==> src/rtl/fp_fixed_pkg.sv <==
// fp_fixed_pkg: shared constants, field positions and state encoding for the float/fixed converters.
package fp_fixed_pkg;
  localparam int EXP_W = 8;
  localparam int MAN_W = 23;
  localparam int FIX_W = 65;
  localparam int FLT_W = 1 + EXP_W + MAN_W;
  localparam logic [EXP_W-1:0] BIAS = 8'd127;
  localparam logic signed [EXP_W-1:0] INT_BITS = 8'sd32;
  localparam int SIGN_POS = FLT_W - 1;
  localparam int EXP_MSB = FLT_W - 2;
  localparam int EXP_LSB = MAN_W;
  localparam int MAN_MSB = MAN_W - 1;
  typedef logic [2:0] state_t;
  localparam state_t ST_RST = 3'd0;
  localparam state_t ST_IDLE = 3'd1;
  localparam state_t ST_ZERO = 3'd2;
  localparam state_t ST_ABS = 3'd3;
  localparam state_t ST_NORM4 = 3'd4;
  localparam state_t ST_NORM1 = 3'd5;
  localparam state_t ST_ROUND = 3'd6;
  localparam state_t ST_DONE = 3'd7;
  function automatic logic [FLT_W-1:0] pack_float(input logic s, input logic [EXP_W-1:0] e,
                                                  input logic [MAN_W-1:0] m);
    logic [FLT_W-1:0] f;
    f = '0;
    f[SIGN_POS] = s;
    f[EXP_MSB:EXP_LSB] = e;
    f[MAN_MSB:0] = m;
    return f;
  endfunction
endpackage

==> src/rtl/fixed_point_32_32_to_ieee_754_round_pack.sv <==
// fx2f_round_pack: rounds a normalised magnitude and packs the IEEE single result.
// Round-to-nearest-even when FX2F_ROUND_NEAREST_EN is defined, truncation otherwise.
module fx2f_round_pack
  import fp_fixed_pkg::*;
(
  input  logic             sign_i,
  input  logic [EXP_W-1:0] exp_i,
  input  logic [63:0]      mag_i,
  output logic [FLT_W-1:0] float_o,
  output logic             inexact_o
);
  logic [MAN_W-1:0] man;
  logic guard, sticky, up;
  logic [MAN_W:0] man_r;
  assign man = mag_i[63:41];
  assign guard = mag_i[40];
  assign sticky = |mag_i[39:0];
`ifdef FX2F_ROUND_NEAREST_EN
  assign up = guard & (sticky | man[0]);
`else
  assign up = 1'b0;
`endif
  // A carry out of the mantissa leaves man_r[22:0] at zero and bumps the exponent.
  assign man_r = {1'b0, man} + {{MAN_W{1'b0}}, up};
  assign float_o = pack_float(sign_i, exp_i + BIAS + {{(EXP_W-1){1'b0}}, man_r[MAN_W]}, man_r[MAN_W-1:0]);
  assign inexact_o = guard | sticky;
endmodule

==> src/rtl/fixed_point_32_32_to_ieee_754.sv <==
// fixed_point_32_32_to_ieee_754: multi-cycle Q33.32 to IEEE single converter using an iterative shift normaliser.
// Optional round-to-nearest-even via FX2F_ROUND_NEAREST_EN (truncation when undefined).
module fixed_point_32_32_to_ieee_754
  import fp_fixed_pkg::*;
(
  input  logic             clk,
  input  logic             reset,
  input  logic [FIX_W-1:0] fixed_in,
  input  logic             start,
  output logic [FLT_W-1:0] float_out,
  output logic             done,
  output logic             busy,
  output logic             zero,
  output logic             inexact
);
  state_t state_q, state_d;
  logic [FIX_W-1:0] mag_q, mag_d;
  logic signed [EXP_W-1:0] exp_q, exp_d;
  logic sign_q, sign_d;
  logic [FLT_W-1:0] float_q, float_d, packed_f;
  logic done_q, done_d, zero_q, zero_d, inexact_q, inexact_d, packed_inexact;
  fx2f_round_pack u_round_pack (
    .sign_i   (sign_q),
    .exp_i    (exp_q),
    .mag_i    (mag_q[63:0]),
    .float_o  (packed_f),
    .inexact_o(packed_inexact)
  );
  always_comb begin
    state_d = state_q;
    mag_d = mag_q;
    exp_d = exp_q;
    sign_d = sign_q;
    float_d = float_q;
    done_d = 1'b0;
    zero_d = 1'b0;
    inexact_d = 1'b0;
    case (state_q)
      ST_RST: state_d = ST_IDLE;
      ST_IDLE: if (start) begin
        sign_d = fixed_in[FIX_W-1];
        mag_d = fixed_in;
        exp_d = INT_BITS;
        if (fixed_in == '0) begin
          state_d = ST_ZERO;
          float_d = '0;
          done_d = 1'b1;
          zero_d = 1'b1;
        end else state_d = ST_ABS;
      end
      ST_ZERO: state_d = ST_IDLE;
      // -2^32 negates to itself as an unsigned 65-bit value with only bit 64 set.
      ST_ABS: begin
        mag_d = sign_q ? ~mag_q + 1'b1 : mag_q;
        state_d = ST_NORM4;
      end
      ST_NORM4: if (mag_q[64:61] == 4'd0) begin
        mag_d = mag_q << 4;
        exp_d = exp_q - 8'sd4;
      end else state_d = ST_NORM1;
      ST_NORM1: if (!mag_q[64]) begin
        mag_d = mag_q << 1;
        exp_d = exp_q - 8'sd1;
      end else state_d = ST_ROUND;
      ST_ROUND: begin
        float_d = packed_f;
        inexact_d = packed_inexact;
        done_d = 1'b1;
        state_d = ST_DONE;
      end
      default: state_d = ST_IDLE;
    endcase
  end
  always_ff @(posedge clk or posedge reset) begin
    if (reset) begin
      state_q <= ST_RST;
      mag_q <= '0;
      exp_q <= '0;
      sign_q <= 1'b0;
      float_q <= '0;
      done_q <= 1'b0;
      zero_q <= 1'b0;
      inexact_q <= 1'b0;
    end else begin
      state_q <= state_d;
      mag_q <= mag_d;
      exp_q <= exp_d;
      sign_q <= sign_d;
      float_q <= float_d;
      done_q <= done_d;
      zero_q <= zero_d;
      inexact_q <= inexact_d;
    end
  end
  assign float_out = float_q;
  assign done = done_q;
  assign zero = zero_q;
  assign inexact = inexact_q;
  assign busy = (state_q != ST_IDLE) && (state_q != ST_RST);
endmodule

==> config.mk <==
export PLATFORM = sky130hd
export DESIGN_NAME = fixed_point_32_32_to_ieee_754
export DESIGN_NICKNAME = d
export VERILOG_FILES = /design/src/rtl/fp_fixed_pkg.sv /design/src/rtl/fixed_point_32_32_to_ieee_754_round_pack.sv /design/src/rtl/fixed_point_32_32_to_ieee_754.sv
export SDC_FILE = /design/constraint.sdc
export NUM_CORES = 1
export LEC_CHECK = 0
export ABC_AREA = 0
export CAP_MARGIN = 5
export CELL_PAD_IN_SITES_DETAIL_PLACEMENT = 2
export CELL_PAD_IN_SITES_GLOBAL_PLACEMENT = 2
export CORE_MARGIN = 4
export CORE_UTILIZATION = 34
export CTS_CLUSTER_DIAMETER = 50
export DETAILED_ROUTE_END_ITERATION = 10
export PLACE_DENSITY_LB_ADDON = 0.1
export SLEW_MARGIN = 40
export SYNTH_ARGS = -nofsm -noshare
export SYNTH_HDL_FRONTEND = slang
export SYNTH_SLANG_ARGS = --single-unit
==> constraint.sdc <==
create_clock -name clk -period 4.1 [get_ports clk]
set_clock_uncertainty 0.1 [all_clocks]
set_input_delay 0.615 -clock clk [delete_from_list [all_inputs] [get_ports clk]]
set_output_delay 0.615 -clock clk [all_outputs]
set_load 0.01 [all_outputs]
==> flow_summary.ini <==
[sta]
setup-tns-final_ps = 0
tightest_slew_ps = 739
relSlewSlack_pct = 50.3
rsz0062_at_grt = false
slew_violations = 0
fin_crit_sh_pct = 81.9
period_needed_ps = 3360
hold_viol = 0
max_freq_mhz = 298
setup_viol = 0

[final_layout]
final-seq-area_sq_um = 2800
stdcell_count = 1202
syn2layout_area_growth_pct = 21.6
n_antenna_cell = 0
stdcell_area_sq_um = 9200
n_fill_cell = 2427
multi_input_area_sq_um = 4360
drive_gt1_share_pct = 7.92
nets = 988

[global_route]
grt_pass1_wl_mm = 51.9
grt.overflow.total = 0
grt_pass1_vias = 8577
antenna_found_initial = 0
grt_max_degree = 84
track_usage_pct = 26.5

[yosys]
synth-seq-area-share_pct = 37.1
netlist_area_sq_um = 7560
synth-xor-area-share_pct = 0.811
synthFlopType = dfrtp_1
synth_edf_count = 0
syn_nets = 945
synth_cell_types = 72
synth-compound-area-share_pct = 32.0
synth.top_cell.area_share_pct = 37.1
synth_top_family_by_area = compound AO/OA/AOI/OAI gates
synthArstFlopShare_pct = 100
ys_seq_elements = 112
synth_mux_area_share_pct = 0.414
synthCells = 874
synth_area_per_cell_sq_um = 8.65
yosysWarnings = 0
synthTopCellsByArea = dfrtp_1, a222oi_1, a22o_1
synth_fa_ha_area_share_pct = 0.496
yosys.area_share.simple_pct = 23.2
synth_top_area_cell = dfrtp_1

[route]
dr_total_vias = 7960
drt_iter0_drc = 704
wl_met1_mm = 14.4
drc = 0
dr.pass1.iters = 8
drt-wirelength-per-cell_um = 27.1
wirelength_mm = 32.5
wl_met2_mm = 15.8
viasPerCell = 6.62
antenna_left = 0
wl_met3_mm = 1.55
routed.top_layer = met4

[clock_network]
cts_hold_buf = 0
clock_path_buffers = 2
cts_sinks = 112
post_cts_buffers = 0
cts_tree = built
clockRootBuffer = clkbuf_16
numCtsBuffers = 9
clk_pin_slew_worst_paths_ps = 90
cts_resized = 0
h-tree-depth = 3
insertion_delay_ps = 370

[placement]
place_area_sq_um = 8860
gp_congestion = 0.838
port_buffers = 103
dp.cells = 1186
dp_hpwl_mm = 22.8

[critical_path]
cp_max_fo = 18
endpoint_kind = flip-flop
rr_endpoint = mag_q[64]$_DFFE_PP0P_
reg2reg_depth = 6
cp.arrival_ps = 3540
worst-setup-path-type = reg2reg
worstReg2RegStart = mag_q[4]$_DFFE_PP0P_
required_ps = 4280
start_kind = flip-flop
reg2reg_slack_ps = 740

[outcome]
outcome = complete, no violations

[job]
drv_cap = 0

[die]
dieArea_sq_um = 24700
ioPinCount = 104
fp.coreArea_sq_um = 21800
rows = 54
start_util_pct = 34.7
die_w_um = 157
die_h_um = 157

[power]
vdd_ir_drop_max_mv = 0.275
p_leak_nw = 3.54
power-per-cell-area_nw_per_um2 = 850

[worst_hold_path]
holdPathStages = 1
hold_path_end = float_out[15]$_DFFE_PP0P_
hold_path_class = reg2reg
hold_start = float_out[15]$_DFFE_PP0P_
[routing by layer]
| layer | GRT usage, % | vias up |
|---|---|---|
| met5 | 0 | - |
| met4 | 7.82 | 0 |
| met3 | 3.88 | 50 |
| met2 | 43.7 | 242 |
| met1 | 36.4 | 4137 |
| li1 | - | 3531 |
[synthesized netlist by cell type (4+ instances only)]
cell	number
a222oi_1	50
clkbuf_1	80
o21ai_1	6
o2bb2ai_1	8
a21oi_1	41
or3_1	12
xnor2_1	5
nor2_1	62
nand2b_1	9
nand4_1	11
o31ai_1	14
buf_1	4
o31a_1	23
nand3_1	19
o21ai_0	68
nor4_1	31
a22o_1	43
dfrtp_1	112
a211oi_1	4
inv_1	24
a21o_1	12
nor4_4	4
nor2b_1	6
a221oi_1	10
o22ai_1	10
a21boi_0	4
nand2_1	54
or2_2	10
or4_1	16
a22oi_1	4
nor3_1	46
[where the power goes]
group / switching, mW / internal [mW] / leakage [nW]
registers: 0.992 / 1.61 / 1.40
clock network: 0.526 / 0.503 / 0.162
logic: 2.37 / 1.81 / 1.97
[cell type report]
| class | instances | area share, % |
|---|---|---|
| clock buffers | 9 | 2.45 |
| well taps | 280 | 3.81 |
| repair buffers | 122 | 13.6 |
| inverters | 24 | 1.03 |
| clock inverters | 7 | 1.14 |
| flip-flops and latches | 112 | 30.5 |
| multi-input cells | 648 | 47.4 |
[logic make-up (layout without fill, tap and decap cells)]
| logic type | Yosys count | in the layout |
|---|---|---|
| fa+ha+maj | 3 | 3 |
| flops | 112 | 112 |
| compound gates | 327 | 327 |
| xor+xnor | 7 | 7 |
| simple gates | 308 | 308 |
| buf+inv | 114 | 162 |
| mux | 3 | 3 |
[cell usage in the layout, fill, tap and decap left out, drive strengths merged, types with 14 or more instances in the layout]
master,instances
dfrtp,112
clkdlybuf4s50,103
o21ai,74
nor2,62
nand2,54
a222oi,50
nor3,49
a22o,43
a21oi,41
nor4,38
inv,28
o31a,23
nand3,19
buf,19
or4,16
o31ai,14
or3,14
[sequential cells by signal, indices dropped and copies added (netlist names)]
signal,count
done,1
exp_q,8
float_out,32
inexact,1
mag_q,65
sign_q,1
state_q,3
zero,1
[worst max-delay path: stages, from the launching register on]
cell and delay (ps):
dfrtp_1 480, nor4_1 540, nand4_1 410, or4b_4 810
nor4b_4 380, mux2_1 350, a221oi_1 200
[worst max path at each step]
stage	startpoint	endpoint
floorplan	reset	done$_DFF_PP0_
global placement	fixed_in[1]	float_out[27]$_DFFE_PP0P_
detailed placement	fixed_in[1]	float_out[29]$_DFFE_PP0P_
CTS	mag_q[4]$_DFFE_PP0P_	mag_q[64]$_DFFE_PP0P_
global route	mag_q[4]$_DFFE_PP0P_	mag_q[64]$_DFFE_PP0P_
finish	mag_q[4]$_DFFE_PP0P_	mag_q[64]$_DFFE_PP0P_
[stage by stage]
step	total power, mW	setup slack [ps]	hold slack [ps]	utilization, %
global route	8.39	597	440	42.1
detailed placement	6.75	409	387	40.6
finish	7.81	741	410	42.1
floorplan	4.99	426	407	-
global placement	6.41	448	383	40.3
CTS	7.83	759	417	42.1
(Power assumes the default switching activity.)
